[config.mk]
export PLATFORM = sky130hd
export DESIGN_NAME = regfile_write_arbiter_flat
export DESIGN_NICKNAME = d
export VERILOG_FILES = /design/src/rtl/regfile_write_arbiter_if.sv /design/src/rtl/regfile_write_arbiter.sv /design/src/flat_wrapper.sv
export SDC_FILE = /design/constraint.sdc
export NUM_CORES = 1
export LEC_CHECK = 0
export ABC_AREA = 1
export BUFFER_PORTS_ARGS = -buffer_cell sky130_fd_sc_hd__buf_4
export CORE_MARGIN = 3
export CORE_UTILIZATION = 49
export CTS_CLUSTER_SIZE = 30
export DETAILED_ROUTE_END_ITERATION = 10
export GPL_ROUTABILITY_DRIVEN = 0
export PLACE_DENSITY = 0.86
export SLEW_MARGIN = 5
export SYNTH_ARGS = -nofsm -noshare
export SYNTH_HDL_FRONTEND = slang
export SYNTH_SLANG_ARGS = --single-unit
export TNS_END_PERCENT = 10
[constraint.sdc]
create_clock -name clk -period 2.65 [get_ports clk]
set_input_delay 0.265 -clock clk [delete_from_list [all_inputs] [get_ports clk]]
set_output_delay 0.265 -clock clk [all_outputs]
set_load 0.01 [all_outputs]
[src/rtl/regfile_write_arbiter_if.sv]
// Write-request bus for regfile_write_arbiter: two requesters in, one register-file write port out.
interface regfile_write_arbiter_if #(
  parameter int unsigned DATA_W = 32,
  parameter int unsigned ADDR_W = 5
);
  logic              req0_valid;
  logic [ADDR_W-1:0] req0_addr;
  logic [DATA_W-1:0] req0_data;
  logic              req0_ready;
  logic              req1_valid;
  logic [ADDR_W-1:0] req1_addr;
  logic [DATA_W-1:0] req1_data;
  logic              req1_ready;
  logic              wr_en;
  logic [ADDR_W-1:0] wr_addr;
  logic [DATA_W-1:0] wr_data;
  logic              busy;

  modport master (
    output req0_valid, req0_addr, req0_data,
    output req1_valid, req1_addr, req1_data,
    input  req0_ready, req1_ready,
    input  wr_en, wr_addr, wr_data, busy
  );

  modport slave (
    input  req0_valid, req0_addr, req0_data,
    input  req1_valid, req1_addr, req1_data,
    output req0_ready, req1_ready,
    output wr_en, wr_addr, wr_data, busy
  );
endinterface

[src/rtl/regfile_write_arbiter.sv]
// Two-requester round-robin write arbiter for a register file; x0 writes are suppressed.
// Define REGFILE_CLEAR_EN to zero all 32 registers after reset before accepting requests.
module regfile_write_arbiter #(
  parameter int unsigned DATA_W = 32,
  parameter int unsigned ADDR_W = 5
) (
  input logic                   clk,
  input logic                   rst,
  regfile_write_arbiter_if.slave bus
);

  logic              run;
  logic              clr_wr;
  logic [ADDR_W-1:0] clr_addr;
  logic              busy_o;

`ifdef REGFILE_CLEAR_EN
  localparam int unsigned CNT_W     = 6;
  localparam int unsigned CLR_WORDS = 32;
  localparam logic [0:0]  ST_CLEAR  = 1'b0;
  localparam logic [0:0]  ST_RUN    = 1'b1;

  logic [0:0]       state_q, state_d;
  logic [CNT_W-1:0] cnt_q, cnt_d;
  logic             busy_q;

  // Clear sequencer: one zero write per cycle, then a single idle cycle before RUN.
  always_comb begin
    state_d = state_q;
    cnt_d   = cnt_q;
    clr_wr  = 1'b0;
    case (state_q)
      ST_CLEAR: begin
        if (cnt_q == CNT_W'(CLR_WORDS)) begin
          state_d = ST_RUN;
        end else begin
          clr_wr = 1'b1;
          cnt_d  = cnt_q + CNT_W'(1);
        end
      end
      default: ;
    endcase
  end

  always_ff @(posedge clk) begin
    if (rst) begin
      state_q <= ST_CLEAR;
      cnt_q   <= '0;
      busy_q  <= 1'b1;
    end else begin
      state_q <= state_d;
      cnt_q   <= cnt_d;
      busy_q  <= (state_d == ST_CLEAR);
    end
  end

  assign run      = (state_q == ST_RUN);
  assign clr_addr = ADDR_W'(cnt_q[4:0]);
  assign busy_o   = busy_q;
`else
  assign run      = 1'b1;
  assign clr_wr   = 1'b0;
  assign clr_addr = '0;
  assign busy_o   = 1'b0;
`endif

  logic              last_q, last_d;
  logic              grant0, grant1, xfer;
  logic [ADDR_W-1:0] sel_addr;
  logic [DATA_W-1:0] sel_data;
  logic              wr_en_q, wr_en_d;
  logic [ADDR_W-1:0] wr_addr_q, wr_addr_d;
  logic [DATA_W-1:0] wr_data_q, wr_data_d;

  // last_q names the requester served most recently; the other one wins a tie.
  always_comb begin
    grant0 = 1'b0;
    grant1 = 1'b0;
    if (run) begin
      if (bus.req0_valid && bus.req1_valid) begin
        grant0 = last_q;
        grant1 = !last_q;
      end else begin
        grant0 = bus.req0_valid;
        grant1 = bus.req1_valid;
      end
    end
  end

  assign xfer     = grant0 || grant1;
  assign sel_addr = grant1 ? bus.req1_addr : bus.req0_addr;
  assign sel_data = grant1 ? bus.req1_data : bus.req0_data;

  // Next write-port values; address and data hold unless a real write is issued.
  always_comb begin
    wr_en_d   = 1'b0;
    wr_addr_d = wr_addr_q;
    wr_data_d = wr_data_q;
    last_d    = last_q;
    if (clr_wr) begin
      wr_en_d   = 1'b1;
      wr_addr_d = clr_addr;
      wr_data_d = '0;
    end else if (xfer) begin
      last_d = grant1;
      if (sel_addr != '0) begin
        wr_en_d   = 1'b1;
        wr_addr_d = sel_addr;
        wr_data_d = sel_data;
      end
    end
  end

  always_ff @(posedge clk) begin
    if (rst) begin
      wr_en_q   <= 1'b0;
      wr_addr_q <= '0;
      wr_data_q <= '0;
      last_q    <= 1'b1;
    end else begin
      wr_en_q   <= wr_en_d;
      wr_addr_q <= wr_addr_d;
      wr_data_q <= wr_data_d;
      last_q    <= last_d;
    end
  end

  assign bus.req0_ready = grant0;
  assign bus.req1_ready = grant1;
  assign bus.wr_en      = wr_en_q;
  assign bus.wr_addr    = wr_addr_q;
  assign bus.wr_data    = wr_data_q;
  assign bus.busy       = busy_o;

endmodule

[src/flat_wrapper.sv]
// flat-port wrapper written by rule: the top's interface ports become plain ports
module regfile_write_arbiter_flat 
#(
  parameter int unsigned DATA_W = 32,
  parameter int unsigned ADDR_W = 5
)
  (clk, rst, bus_req0_valid, bus_req0_addr, bus_req0_data, bus_req1_valid, bus_req1_addr, bus_req1_data, bus_req0_ready, bus_req1_ready, bus_wr_en, bus_wr_addr, bus_wr_data, bus_busy);
  regfile_write_arbiter_if #(.DATA_W(DATA_W), .ADDR_W(ADDR_W)) bus_i ();
  input logic clk;
  input logic rst;
  input wire logic [$bits(bus_i.req0_valid)-1:0] bus_req0_valid;
  input wire logic [$bits(bus_i.req0_addr)-1:0] bus_req0_addr;
  input wire logic [$bits(bus_i.req0_data)-1:0] bus_req0_data;
  input wire logic [$bits(bus_i.req1_valid)-1:0] bus_req1_valid;
  input wire logic [$bits(bus_i.req1_addr)-1:0] bus_req1_addr;
  input wire logic [$bits(bus_i.req1_data)-1:0] bus_req1_data;
  output wire logic [$bits(bus_i.req0_ready)-1:0] bus_req0_ready;
  output wire logic [$bits(bus_i.req1_ready)-1:0] bus_req1_ready;
  output wire logic [$bits(bus_i.wr_en)-1:0] bus_wr_en;
  output wire logic [$bits(bus_i.wr_addr)-1:0] bus_wr_addr;
  output wire logic [$bits(bus_i.wr_data)-1:0] bus_wr_data;
  output wire logic [$bits(bus_i.busy)-1:0] bus_busy;
  assign bus_i.req0_valid = bus_req0_valid;
  assign bus_i.req0_addr = bus_req0_addr;
  assign bus_i.req0_data = bus_req0_data;
  assign bus_i.req1_valid = bus_req1_valid;
  assign bus_i.req1_addr = bus_req1_addr;
  assign bus_i.req1_data = bus_req1_data;
  assign bus_req0_ready = bus_i.req0_ready;
  assign bus_req1_ready = bus_i.req1_ready;
  assign bus_wr_en = bus_i.wr_en;
  assign bus_wr_addr = bus_i.wr_addr;
  assign bus_wr_data = bus_i.wr_data;
  assign bus_busy = bus_i.busy;
  regfile_write_arbiter #(.DATA_W(DATA_W), .ADDR_W(ADDR_W)) u_core (.clk(clk), .rst(rst), .bus(bus_i));
endmodule
# [After elaboration in Yosys (flattened, before gate mapping)]
# Index checks and enable logic that the tools add are counted.
[totals] output_inout_bits=41 ff_bits=39 in_bits=78 elab_cells=16
[classes] n_bitwise=1 reduce_logical=6 mux=5
[ops] operator="$mux 32" n=1
[ops] operator="$mux 5" n=1
[ops] operator="$reduce_bool 5->1" n=1
[ops] operator="$mux 1" n=3
[ops] operator="$reduce_and 2->1" n=1
[ops] operator="$reduce_or 2->1" n=1
[ops] operator="$logic_and 1x1->1" n=1
[ops] operator="$logic_not 1->1" n=1
[ops] operator="$logic_or 1x1->1" n=1
[ops] operator="$not 1->1" n=1

# [Longest topological paths before layout]
# Gate-level depths: netlist of run 1.
[depth] word_depth=5 depth_mapped=12 ltp_nobuf=10

# [Worst setup path after synthesis of run 1]
# Ideal clock, no wire load.
[synth_path] path_kind="register to register" startpoint="reg u_core.last_q" endpoint="reg u_core.wr_data_q[24] (netlist: u_core.bus.wr_data[24])" synth_period_minus_slack_ns=1.434 arrival_time_ns=1.321 path_stages_with_launch=12 path_slack_ns=1.216 n_path_buf=2 t_required_ns=2.537 setup_time_ns=0.113 cell_sequence="dfxtp_1 nand2_2 nand2_4 buf_12 nand2_2 nand2_2 nand3_2 o21bai_4 inv_4 buf_6 nor2_1 nor2_1"
[synth_between] elab_chain_cells=5 elab_cells_between_ends=8 cone_classes="4 x mux; 4 x reduce/logical"
[synth_lines] element="start, declared" line="regfile_write_arbiter.sv:67" source="logic last_q, last_d;"
[synth_lines] element="start signal, assigned" line="regfile_write_arbiter.sv:124" source="last_q <= last_d;"
[synth_lines] element="$logic_not 1->1" line="regfile_write_arbiter.sv:82" source="grant1 = !last_q;"
[synth_lines] element="$mux 1" line="regfile_write_arbiter.sv:80" source="if (bus.req0_valid && bus.req1_valid) begin"
[synth_lines] element="$mux 5" line="regfile_write_arbiter.sv:91" source="assign sel_addr = grant1 ? bus.req1_addr : bus.req0_addr;"
[synth_lines] element="$reduce_bool 5->1" line="regfile_write_arbiter.sv:106" source="if (sel_addr != '0) begin"
[synth_lines] element="$reduce_and 2->1 (no line)"
[synth_lines] element="end signal, assigned" line="regfile_write_arbiter.sv:123" source="wr_data_q <= wr_data_d;"
[synth_lines] element="end, declared" line="regfile_write_arbiter.sv:73" source="logic [DATA_W-1:0] wr_data_q, wr_data_d;"
# Several ways; a longest one is shown, not always the timed one.
# A chain may end at the register's enable or synchronous reset.

# [Worst setup path after layout of run 1]
[layout_path] startpoint="reg u_core.last_q" endpoint="out bus_req1_ready"
[layout_between] elab_chain_cells=2
[layout_lines] element="$logic_not 1->1" line="regfile_write_arbiter.sv:82"
[layout_lines] element="$mux 1" line="regfile_write_arbiter.sv:80"
[layout_lines] element="end, declared" line="flat_wrapper.sv:18" source="output wire logic [$bits(bus_i.req1_ready)-1:0] bus_req1_ready;"
# Every way passes these cells.

==> results.rst, run 1 <==
.. list-table::
   :header-rows: 1

   * - Metric
     - Value
   * - Maximum buffer depth of the clock tree
     - 2
   * - Total die area
     - 5490 µm²
   * - CP endpoint kind
     - output port
   * - Largest net degree at the start of global routing
     - 41
   * - Switching power
     - 0.000442 W
   * - Post-Syn Area
     - 2270 µm²
   * - Required time reported for the critical path endpoint
     - 2.38 ns
   * - DRT antenna net count
     - 0
   * - Transition at the pin with the smallest max-transition slack
     - 0.609 ns
   * - Fraction of layout cells with a size suffix above 1
     - 0.365
   * - Internal portion of total power
     - 0.00110 W
   * - Number of max-cap violations
     - 0
   * - Arrival @ worst endpoint
     - 1.72 ns
   * - Yosys warning count
     - 0
   * - End of the worst register-to-register path
     - u_core.bus.wr_data[24]
   * - Worst-case setup margin in the final layout
     - 0.669 ns
   * - Status
     - complete, no violations
   * - Cell depth of the worst min-delay path
     - 2
   * - Static leakage
     - 1.79 nW
   * - Number of antenna violations at the first check in global routing
     - 0
   * - Setup skew after layout
     - 0.00343 ns
   * - Vias in the first global route
     - 2001
   * - Clock latency reported for the late side of the worst-skew pair
     - 0.29 ns
   * - Total number of vias
     - 2322
   * - Gate power share
     - 0.284
   * - CTS H-tree lvls
     - 2
   * - Net count after synthesis
     - 419
   * - Setup repair bufs after CTS
     - 0
   * - Synthesized area divided by synthesized cell count
     - 6.66 µm²
   * - TritonCTS clock tree
     - yes
   * - Switching share of power
     - 0.286
   * - Hold Path Origin
     - rst
   * - Total I/O pin count
     - 119
   * - Worst slack after detailed placement
     - 0.736 ns
   * - FMAX
     - 0.505 GHz
   * - Net count, final
     - 524
   * - Hold buffer count at CTS
     - 0
   * - Number of enable-type register cells in the synthesized netlist
     - 0
   * - First-pass DRT Iterations
     - 4
   * - Launch instance of the worst register-to-register path
     - u_core.last_q
   * - Cell variety after synth
     - 27
   * - Setup TNS
     - 0 ns
   * - Share of synthesized registers carrying an async set or reset
     - 0
   * - Global-route usage over all layers
     - 0.201
   * - Kind of start point of the critical path
     - flip-flop
   * - Top-count cell post-synth
     - sky130_fd_sc_hd__nand2_1
   * - Remaining global-route overflow
     - 0
   * - Final critical delay including setup and external delays
     - 1.98 ns
   * - Ratio of final minimum period to clock period
     - 0.748
   * - Power Density
     - 486 nW/µm²
   * - Final setup viols
     - 0
   * - Horiz. Die Dim
     - 74.1 µm
   * - Type of the setup path with the least slack
     - flip-flop to output port
   * - Diode count
     - 0
   * - TritonCTS sink count
     - 39
   * - Portion of total power attributed to sequential cells
     - 0.433
   * - Post-synth top area share
     - 0.344
   * - Synthesized netlist cell count
     - 341
   * - Total detailed-routing wirelength
     - 5.56 mm
   * - Area Growth Syn to Fin
     - 39.9%
   * - Worst Hold Class
     - primary input to flip-flop
   * - Crit Path Max Fanout
     - 40
   * - First-pass GRT wire length
     - 8.67 mm
   * - Post-synthesis cell type with the largest combined area
     - sky130_fd_sc_hd__dfxtp_1
   * - Final HPWL from detailed placement
     - 3.97 mm
   * - Most frequently used flop master after synthesis
     - sky130_fd_sc_hd__dfxtp_1
   * - Placeable core region
     - 4410 µm²
   * - Top cells by instance count after synthesis
     - 138 x sky130_fd_sc_hd__nand2_1, 52 x sky130_fd_sc_hd__nor2_1, 39 x sky130_fd_sc_hd__dfxtp_1
   * - Number of register bits inferred by synthesis
     - 39
   * - DRC
     - 0
   * - Max Slew Vio Count
     - 0
   * - Via density
     - 4.65
   * - Effective utilization at floorplan
     - 0.515
   * - End of the worst hold path
     - u_core.bus.wr_addr[0]
   * - RSZ-0062 raised after global routing
     - false
   * - Root Buffer Master
     - sky130_fd_sc_hd__clkbuf_8
   * - Synth top area cells
     - sky130_fd_sc_hd__dfxtp_1 34%, sky130_fd_sc_hd__nand2_1 23%, sky130_fd_sc_hd__nand3b_1 11%, sky130_fd_sc_hd__nor2_1 8.6%, sky130_fd_sc_hd__nor2_2 5.0%
   * - CTS clk-pin slew, worst paths
     - 0.07 ns
   * - Clk network pwr share
     - 0.283
   * - Worst-case vdd ir drop
     - 0.000341 V
   * - Layout fillers
     - 400
   * - Number of cells traversed by the worst register-to-register path
     - 9
   * - Number of endpoints with negative hold slack in the final report
     - 0
   * - Headroom to the max-slew limit
     - 0.594
   * - Chip Height
     - 74.1 µm
   * - Detailed router's first-iteration violation count
     - 145
   * - Portion of the post-synthesis area used by sequential elements
     - 0.344
   * - Row count
     - 24
   * - Number of buffers created by CTS
     - 5
   * - Post-cts gate resize count
     - 0
   * - Quantity of I/O buffers inserted on ports
     - 117
   * - FF-to-FF setup slack
     - 0.77 ns
   * - Wirelength per Cell
     - 11.1 µm
==> logic make-up (layout without fill, tap and decap cells) <==
group           after synthesis  in the layout  share of synthesized area
simple gates                260            260                      0.542
flops                        39             39                      0.344
buf+inv                      34            140                     0.0876
compound gates                7              7                     0.0253
other cells                   1              1                    0.00165
==> worst max path at each step <==
stage | startpoint | endpoint | slack (ns) | cells after the start
finish | u_core.last_q | bus_req1_ready | 0.67 | 4
global route | u_core.last_q | bus_req1_ready | 0.51 | 4
CTS | u_core.last_q | bus_req1_ready | 0.62 | 4
detailed placement | bus_req0_valid | u_core.bus.wr_data[14] | 0.74 | 10
global placement | bus_req0_valid | u_core.bus.wr_data[21] | 0.80 | 9
floorplan | u_core.last_q | u_core.bus.wr_data[24] | 1.22 | 11
==> sequential cells by signal, indices dropped and copies added (netlist names) <==
signal              flops
u_core.bus.wr_en        1
u_core.bus.wr_addr      5
u_core.last_q           1
u_core.bus.wr_data     32
==> final cells by class <==
cell class                 count  area [µm²]  area share
clock buffer                   8         100      0.0315
inverter                      14        55.1      0.0173
multi-input combinational    268        1290       0.407
sequential                    39         781       0.246
tap                           52        65.1      0.0205
timing repair buffer         118         886       0.279
==> worst max-delay path, cell delays in order, from the launching register on <==
cell and delay (ns):
sky130_fd_sc_hd__dfxtp_1 0.33, sky130_fd_sc_hd__nand2_2 0.11, sky130_fd_sc_hd__nand2_4 0.27, sky130_fd_sc_hd__inv_2 0.50, sky130_fd_sc_hd__buf_4 0.22
==> per-stage QoR <==
| stage | hold WS (ns) | cells | area (µm²) | util | power (W) |
|---|---|---|---|---|---|
| 2_1_floorplan | 0.334 | 341 | 2270 | - | 0.000933 |
| 3_3_place_gp | 0.450 | 491 | 3080 | 0.698 | 0.00112 |
| 3_5_place_dp | 0.450 | 491 | 3080 | 0.698 | 0.00113 |
| 4_1_cts | 0.158 | 499 | 3180 | 0.720 | 0.00156 |
| 5_1_grt | 0.161 | 499 | 3180 | 0.720 | 0.00164 |
| 6_report | 0.165 | 499 | 3180 | 0.720 | 0.00155 |
==> power groups by stage <==
stage          logic, W  registers, W  clock network [W]
3_3_place_gp   0.000436      0.000682                  0
4_1_cts        0.000446      0.000669           0.000448
3_5_place_dp   0.000444      0.000682                  0
2_1_floorplan  0.000227      0.000707                  0
5_1_grt        0.000491      0.000675           0.000476
6_report       0.000440      0.000669           0.000437
==> cells in the final DEF (no fill, tap or decap), drive strengths merged <==
cell,instances
buf,118
nand3b,34
nand3,6
dfxtp,39
conb,1
clkbuf,8
a21boi,1
or2,1
nor2,71
o21ai,1
a21oi,3
inv,13
o211ai,1
o21bai,1
clkinv,1
nand2,148
==> metal layers <==
layer | up-vias | routed length [µm] | track usage
li1 | 1248 | - | -
met1 | 993 | 2330 | 0.238
met2 | 76 | 2660 | 0.346
met3 | 5 | 500 | 0.0500
met4 | 0 | 76 | 0.0845
met5 | - | 0 | 0
No activity file was read; power rests on OpenSTA's default activity.
==> run 2, diff against run 1 <==
- CORE_UTILIZATION: 49 -> 41
- PLACE_DENSITY: 0.86 -> 0.77
- clock period: 2.65 -> 1.67 ns (I/O delays scaled with it)
==> run 2 against run 1 <==
Sequential power rose by 60%. Power rose by 56%. Register-to-register slack got worse by 0.75 ns. Global-route usage fell by 0.63 points. Core utilization fell by 8.4 points. Worst hold slack got worse by 0.10 ns. Critical path depth rose by 7. Via count rose by 4.9%. Clock-buffer cell count fell by 2. Final cell count rose by 5.4%.
==> results.rst, run 2 (synthesis results as in run 1) <==
.. list-table::
   :header-rows: 1

   * - Metric
     - Value
   * - Status
     - complete, no violations
   * - Number of antenna violations at the first check in global routing
     - 0 (unchanged)
   * - Setup skew after layout
     - 0.00467 ns (+0.00124 ns)
   * - Internal portion of total power
     - 0.00169 W (+53%)
   * - Total number of vias
     - 2435 (+4.9%)
   * - Switching share of power
     - 0.302 (+0.0159)
   * - Detailed router's first-iteration violation count
     - 111 (-23%)
   * - CTS H-tree lvls
     - 2 (unchanged)
   * - Via density
     - 4.63 (-0.52%)
   * - Commonest cells after routing, fill and taps aside
     - 136 x sky130_fd_sc_hd__nand2_1, 124 x sky130_fd_sc_hd__buf_4, 52 x sky130_fd_sc_hd__nor2_1
   * - Vias in the first global route
     - 2284 (+14%)
   * - CP endpoint kind
     - flip-flop
   * - Total detailed-routing wirelength
     - 6.44 mm (+16%)
   * - Fraction of layout cells with a size suffix above 1
     - 0.384 (+0.0191)
   * - Remaining global-route overflow
     - 0 (unchanged)
   * - FMAX
     - 0.606 GHz
   * - Final HPWL from detailed placement
     - 4.35 mm (+9.5%)
   * - Placeable core region
     - 5240 µm² (+19%)
   * - Max Slew Vio Count
     - 0 (unchanged)
   * - Area Growth Syn to Fin
     - 46.8%
   * - Headroom to the max-slew limit
     - 0.570 (-0.0233)
   * - Total I/O pin count
     - 119 (unchanged)
   * - Crit Path Max Fanout
     - 8 (-80%)
   * - TritonCTS sink count
     - 39 (unchanged)
   * - Diode count
     - 0 (unchanged)
   * - TritonCTS clock tree
     - yes
   * - Global-route usage over all layers
     - 0.195 (-0.00634)
   * - Kind of start point of the critical path
     - flip-flop
   * - Transition at the pin with the smallest max-transition slack
     - 0.644 ns (+0.0350 ns)
   * - Number of endpoints with negative hold slack in the final report
     - 0 (unchanged)
   * - Worst Hold Class
     - primary input to flip-flop
   * - Number of buffers created by CTS
     - 5 (unchanged)
   * - Net count, final
     - 535 (+2.1%)
   * - Maximum buffer depth of the clock tree
     - 2 (unchanged)
   * - Power Density
     - 726 nW/µm² (+49%)
   * - RSZ-0062 raised after global routing
     - true
   * - Setup TNS
     - 0 ns (unchanged)
   * - Most frequent standard cell in the layout excluding fill and tap cells
     - sky130_fd_sc_hd__nand2_1
   * - Row count
     - 26 (+8.3%)
   * - First-pass DRT Iterations
     - 4 (unchanged)
   * - Flip-flop count of the largest register after layout
     - 32 (unchanged)
   * - Number of max-cap violations
     - 0 (unchanged)
   * - Wirelength per Cell
     - 12.2 µm (+9.8%)
   * - Type of the setup path with the least slack
     - flip-flop to flip-flop
   * - Effective utilization at floorplan
     - 0.434 (-0.0809)
   * - Total die area
     - 6470 µm² (+18%)
   * - DRT antenna net count
     - 0 (unchanged)
   * - Worst-case vdd ir drop
     - 0.000425 V (+25%)
   * - Cell depth of the worst min-delay path
     - 2 (unchanged)
   * - Required time reported for the critical path endpoint
     - 1.89 ns (-0.49 ns)
   * - Gate power share
     - 0.315 (+0.031)
   * - Quantity of I/O buffers inserted on ports
     - 117 (unchanged)
   * - Clk network pwr share
     - 0.244 (-0.039)
   * - Number of cells traversed by the worst register-to-register path
     - 11 (+2)
   * - Hold buffer count at CTS
     - 0 (unchanged)
   * - Switching power
     - 0.000730 W (+65%)
   * - Portion of total power attributed to sequential cells
     - 0.440 (+0.007)
   * - Worst hold slack after final layout
     - 0.0644 ns (-0.100 ns)
   * - Ratio of final minimum period to clock period
     - 0.988
   * - DRC
     - 0 (unchanged)
   * - Final setup viols
     - 0 (unchanged)
   * - First-pass GRT wire length
     - 10.0 mm (+15%)
   * - Root Buffer Master
     - sky130_fd_sc_hd__clkbuf_8
   * - CTS clk-pin slew, worst paths
     - 0.07 ns (about the same)
   * - Chip Height
     - 80.4 µm (+8.6%)
   * - Horiz. Die Dim
     - 80.4 µm (+8.6%)
   * - Static leakage
     - 1.84 nW (+2.9%)
   * - Clock latency reported for the late side of the worst-skew pair
     - 0.29 ns (about the same)
   * - Final critical delay including setup and external delays
     - 1.65 ns
   * - Arrival @ worst endpoint
     - 1.87 ns (+0.15 ns)
   * - Largest net degree at the start of global routing
     - 38 (-7.3%)
-- run 2: cell count changes in the layout (fill, tap and decap cells not counted), moves of 2 or more --
cell	change
sky130_fd_sc_hd__nand2_8	+2
sky130_fd_sc_hd__nand2_1	-2
sky130_fd_sc_hd__buf_4	+6
sky130_fd_sc_hd__nand2_4	+2
sky130_fd_sc_hd__clkbuf_8	-2
sky130_fd_sc_hd__buf_12	+2
-- run 2: final timing paths --
path,start,end,slack (ns)
max reg2reg,u_core.last_q,u_core.bus.wr_data[5],0.02
min reg2reg,u_core.bus.wr_addr[3],u_core.bus.wr_addr[3],0.46
max,u_core.last_q,u_core.bus.wr_data[5],0.02
min,rst,u_core.bus.wr_addr[3],0.06
-- run 2: what timing repair did --
item	CTS	global route
gates cloned	0	2
setup endpoints to repair	1	35
resized for setup	4	11
pin swaps	1	7
buffers inserted	0	5
-- run 2: worst max-delay path: stages (launching register included) --
cell and delay [ns]:
sky130_fd_sc_hd__dfxtp_2 0.36, sky130_fd_sc_hd__nand2_4 0.08, sky130_fd_sc_hd__nand2_4 0.09, sky130_fd_sc_hd__buf_12 0.13
sky130_fd_sc_hd__nand2_4 0.05, sky130_fd_sc_hd__nand2_4 0.07, sky130_fd_sc_hd__nand2_4 0.05, sky130_fd_sc_hd__nor2_4 0.29
sky130_fd_sc_hd__nand2_4 0.16, sky130_fd_sc_hd__nand3b_1 0.13, sky130_fd_sc_hd__nand2_1 0.07, sky130_fd_sc_hd__nor2_1 0.10
-- run 2: per-stage QoR --
step	instance area, µm²	utilization	power, W	instances	setup WS (ns)
floorplan	2270	-	0.00148	341	0.236
global placement	3130	0.598	0.00179	513	0.118
detailed placement	3130	0.598	0.00180	513	0.0319
CTS	3230	0.616	0.00241	519	0.00636
global route	3330	0.637	0.00257	526	-0.0953
finish	3330	0.637	0.00242	526	0.0207
-- run 2: final cells by class --
type                       count  area, µm²
inverter                      14       62.6
timing repair buffer         127        982
tap                           70       87.6
clock buffer                   6       72.6
multi-input combinational    270       1350
sequential                    39        782
fill                         508       1900
-- run 2: power groups by stage --
stage | Clock, W | Sequential (W) | Combinational, W
2_1_floorplan | 0 | 0.00112 | 0.000360
3_3_place_gp | 0 | 0.00108 | 0.000710
3_5_place_dp | 0 | 0.00108 | 0.000720
4_1_cts | 0.000617 | 0.00106 | 0.000730
5_1_grt | 0.000647 | 0.00107 | 0.000850
6_report | 0.000591 | 0.00107 | 0.000762
-- run 2: routing by layer --
metal | vias to the layer above | track usage | part of all wire
met2 | 84 | 0.341 | 0.48
li1 | 1273 | - | -
met1 | 1070 | 0.231 | 0.42
met4 | 0 | 0.0541 | 0.010
met5 | - | 0 | 0
met3 | 8 | 0.0572 | 0.089
==> run 3, diff against run 2 <==
- ABC_AREA: 1 -> unset
- CORE_UTILIZATION: 41 -> 43
- PLACE_DENSITY: 0.77 -> 0.8
- clock period: 1.67 -> 1.7 ns (I/O delays scaled with it)
==> run 3 against run 2 <==
Core utilization up 8.2 points. Worst hold slack better by 0.068 ns. Routed wire length down 0.96%. Power down 5.9%. Critical path type unchanged. Register-to-register slack better by 0.05 ns. First-iteration DRC count up 32%. Combinational power down 17%. Largest power group unchanged. Global-route usage up 3.5 points. Sequential power about the same. Critical path depth down 5. Highest routed layer unchanged. Area after synthesis down 16%.
==> results.rst, run 3 <==
.. list-table::
   :header-rows: 1

   * - Metric
     - Value
   * - Total I/O pin count
     - 119 (unchanged)
   * - Final critical delay including setup and external delays
     - 1.63 ns (-0.0187 ns)
   * - Number of antenna violations at the first check in global routing
     - 0 (unchanged)
   * - Setup repair bufs after CTS
     - 0 (unchanged)
   * - Yosys warning count
     - 0 (unchanged)
   * - Dominant combinational cell family by area after synthesis
     - compound AO/OA/AOI/OAI gates
   * - CTS H-tree lvls
     - 2 (unchanged)
   * - Area share of fa/ha/maj cells after synthesis
     - 0 (unchanged)
   * - Horiz. Die Dim
     - 72.6 µm (-9.8%)
   * - Largest net degree at the start of global routing
     - 39 (+2.6%)
   * - Cell depth of the worst min-delay path
     - 3 (+1)
   * - Synth top area cells
     - sky130_fd_sc_hd__dfxtp_1 41%, sky130_fd_sc_hd__nand2_1 13%, sky130_fd_sc_hd__a311oi_1 10%, sky130_fd_sc_hd__a21oi_1 9.2%, sky130_fd_sc_hd__a311oi_2 7.9%
   * - Area of the multi-input gates
     - 1040 µm² (-23%)
   * - FMAX
     - 0.613 GHz (+1.1%)
   * - CP endpoint kind
     - flip-flop
   * - Fraction of synthesized cell area in xor and xnor cells
     - 0 (unchanged)
   * - Post-Synth Simple-Gate Area
     - 0.181 (-0.361)
   * - Top cells by instance count after synthesis
     - 68 x sky130_fd_sc_hd__nand2_1, 39 x sky130_fd_sc_hd__dfxtp_1, 35 x sky130_fd_sc_hd__a21oi_1
   * - Status
     - complete, no violations
   * - TritonCTS sink count
     - 39 (unchanged)
   * - Max Slew Vio Count
     - 0 (unchanged)
   * - DRT antenna net count
     - 0 (unchanged)
   * - Number of max-cap violations
     - 0 (unchanged)
   * - Arrival @ worst endpoint
     - 1.78 ns (-0.09 ns)
   * - Final design utilization
     - 0.719 (+0.0823)
   * - Final std cells w/o fill
     - 400 (-24%)
   * - Number of endpoints with negative hold slack in the final report
     - 0 (unchanged)
   * - End of the worst hold path
     - u_core.last_q
   * - Root Buffer Master
     - sky130_fd_sc_hd__clkbuf_8
   * - Top-count cell post-synth
     - sky130_fd_sc_hd__nand2_1
   * - Post-Syn Area
     - 1910 µm² (-16%)
   * - End of the worst register-to-register path
     - u_core.bus.wr_data[1]
   * - Crit Path Max Fanout
     - 17 (+9)
   * - TritonCTS clock tree
     - yes
   * - Fraction of layout cells with a size suffix above 1
     - 0.466 (+0.0819)
   * - Compound-cell area share of the yosys netlist
     - 0.320 (+0.294)
   * - Area Growth Syn to Fin
     - 56.2%
   * - Launch instance of the worst register-to-register path
     - u_core.last_q
   * - Worst Hold Class
     - primary input to flip-flop
   * - Largest stage delay, worst path
     - 0.39 ns (+0.03 ns)
   * - Detailed router's first-iteration violation count
     - 147 (+32%)
   * - Setup skew after layout
     - 0.00623 ns (+0.00156 ns)
   * - Type of the setup path with the least slack
     - flip-flop to flip-flop
   * - Most frequent standard cell in the layout excluding fill and tap cells
     - sky130_fd_sc_hd__buf_4
   * - FF-to-FF setup slack
     - 0.07 ns (+0.05 ns)
   * - Quantity of I/O buffers inserted on ports
     - 117 (unchanged)
   * - Number of register bits inferred by synthesis
     - 39 (unchanged)
   * - Final HPWL from detailed placement
     - 4.43 mm (+1.9%)
   * - Worst-case vdd ir drop
     - 0.000427 V (+0.43%)
   * - Post-synth top area share
     - 0.409 (+0.0658)
   * - Switching power
     - 0.000656 W (-10%)
   * - Hold buffer count at CTS
     - 0 (unchanged)
   * - Net count, final
     - 427 (-20%)
   * - First-pass GRT wire length
     - 9.77 mm (-2.3%)
   * - Flip-flop count of the largest register after layout
     - 32 (unchanged)
   * - Placeable core region
     - 4140 µm² (-21%)
   * - Total die area
     - 5270 µm² (-19%)
   * - Row count
     - 23 (-12%)
   * - Cell variety after synth
     - 25 (-7.4%)
   * - Ratio of final minimum period to clock period
     - 0.959 (-0.0284)
   * - Number of buffers created by CTS
     - 5 (unchanged)
   * - First-pass DRT Iterations
     - 4 (unchanged)
   * - Remaining global-route overflow
     - 0 (unchanged)
   * - Wirelength per Cell
     - 15.9 µm (+30%)
   * - Internal portion of total power
     - 0.00162 W (-4.1%)
   * - Total detailed-routing wirelength
     - 6.37 mm (-0.96%)
   * - Vias in the first global route
     - 2229 (-2.4%)
   * - Switching share of power
     - 0.288 (-0.0136)
   * - Worst slack after detailed placement
     - -0.151 ns (-0.182 ns)
   * - Synthesized area divided by synthesized cell count
     - 8.11 µm² (+22%)
   * - Commonest cells after routing, fill and taps aside
     - 129 x sky130_fd_sc_hd__buf_4, 68 x sky130_fd_sc_hd__nand2_1, 39 x sky130_fd_sc_hd__dfxtp_1
   * - Clock latency reported for the late side of the worst-skew pair
     - 0.28 ns (about the same)
   * - Hold Path Origin
     - rst
   * - Power Density
     - 764 nW/µm² (+5.3%)
   * - Post-synthesis cell type with the largest combined area
     - sky130_fd_sc_hd__dfxtp_1
   * - Master of the slowest instance on the critical path
     - sky130_fd_sc_hd__or3_4
   * - Total area of sequential cells
     - 781 µm² (-0.16%)
   * - Diode count
     - 0 (unchanged)
   * - Layout fillers
     - 366 (-28%)
   * - Most frequently used flop master after synthesis
     - sky130_fd_sc_hd__dfxtp_1
   * - Via density
     - 5.56 (+20%)
   * - Clk network pwr share
     - 0.264 (+0.020)
   * - Total number of vias
     - 2224 (-8.7%)
   * - Instance count after placement with tap cells included
     - 391 (-24%)
   * - Required time reported for the critical path endpoint
     - 1.85 ns (-0.04 ns)
   * - Share of cell area taken by muxes after synthesis
     - 0.0105 (+0.0105)
   * - Static leakage
     - 1.37 nW (-26%)
   * - Gate power share
     - 0.278 (-0.037)
   * - Portion of total power attributed to sequential cells
     - 0.458 (+0.018)
   * - DRC
     - 0 (unchanged)
   * - Effective utilization at floorplan
     - 0.460 (+0.0263)
   * - Final setup viols
     - 0 (unchanged)
   * - Kind of start point of the critical path
     - flip-flop
   * - Cell breakdown of the critical path
     - a21bo_2, inv_2, or3_4, buf_4, a21oi_1, a311oi_2
   * - Synthesized netlist cell count
     - 235 (-31%)
   * - Number of enable-type register cells in the synthesized netlist
     - 0 (unchanged)
   * - Number of cells traversed by the worst register-to-register path
     - 6 (-5)
   * - Portion of the post-synthesis area used by sequential elements
     - 0.409 (+0.0658)
   * - Worst-case setup margin in the final layout
     - 0.0694 ns (+0.0487 ns)
   * - Net count after synthesis
     - 313 (-25%)
   * - Global-route usage over all layers
     - 0.230 (+0.0350)
   * - Maximum buffer depth of the clock tree
     - 2 (unchanged)
   * - Share of synthesized registers carrying an async set or reset
     - 0 (unchanged)
   * - Chip Height
     - 72.6 µm (-9.8%)
   * - CTS clk-pin slew, worst paths
     - 0.08 ns (about the same)
[run 3: per-layer routing]
layer / wire length [µm] / track usage
met2: 3410 / 0.423
met4: 80 / 0.0779
met5: 0 / 0
met1: 2340 / 0.253
met3: 546 / 0.0620
[run 3: power groups by stage]
stage               Combinational [W]  Sequential [W]  Clock (W)
detailed placement           0.000617         0.00106          0
global placement             0.000605         0.00106          0
floorplan                    0.000251         0.00109          0
finish                       0.000633         0.00104   0.000601
global route                 0.000688         0.00105   0.000666
CTS                          0.000621         0.00104   0.000614
[run 3: cells by family after synthesis]
family                 count (synthesis)
DFF                                   39
and+or+nand+nor                       84
muxes                                  2
buffers and inverters                 30
AOI/OAI and AO/OA                     79
other                                  1
[run 3: worst max-delay path, delay by kind of cell (launching register included)]
family | cells | cell delay [ns]
buffers and inverters | 2 | 0.31
DFF | 1 | 0.35
AOI/OAI and AO/OA | 3 | 0.44
and+or+nand+nor | 1 | 0.39
[run 3: worst max path at each step]
| stage | from | end | slack (ns) | depth (start not counted) |
|---|---|---|---|---|
| after floorplan | bus_req0_addr[3] | u_core.bus.wr_addr[2] | -0.08 | 7 |
| after global placement | bus_req0_addr[3] | u_core.bus.wr_addr[2] | -0.1 | 5 |
| after detailed placement | bus_req0_addr[3] | u_core.bus.wr_addr[2] | -0.15 | 5 |
| after CTS | u_core.last_q | u_core.bus.wr_addr[2] | -0.006 | 5 |
| after global routing | u_core.last_q | u_core.bus.wr_data[1] | -0.03 | 6 |
| final | u_core.last_q | u_core.bus.wr_data[1] | 0.07 | 6 |
[run 3: metrics by stage]
step	hold slack, ns	setup TNS, ns	power [W]	cell area, µm²
after global placement	0.422	-2.79	0.00166	2840
after floorplan	0.303	-2.36	0.00134	1920
after detailed placement	0.426	-3.89	0.00168	2840
final	0.133	0	0.00228	2980
after global routing	0.142	-0.0384	0.00241	2980
after CTS	0.136	-0.0172	0.00228	2930
[run 3: layout make-up]
class	instances	share of cell area
repair buffers	130	0.332
flip-flops and latches	39	0.262
well taps	50	0.0210
clock inverters	2	0.00420
inverters	6	0.00756
clock buffers	6	0.0244
multi-input cells	167	0.349
[run 3: timing repair]
action                                  in CTS  in global routing
gates resized for setup                      2                 11
endpoints found under the setup margin       2                 36
gates cloned                                 0                  1
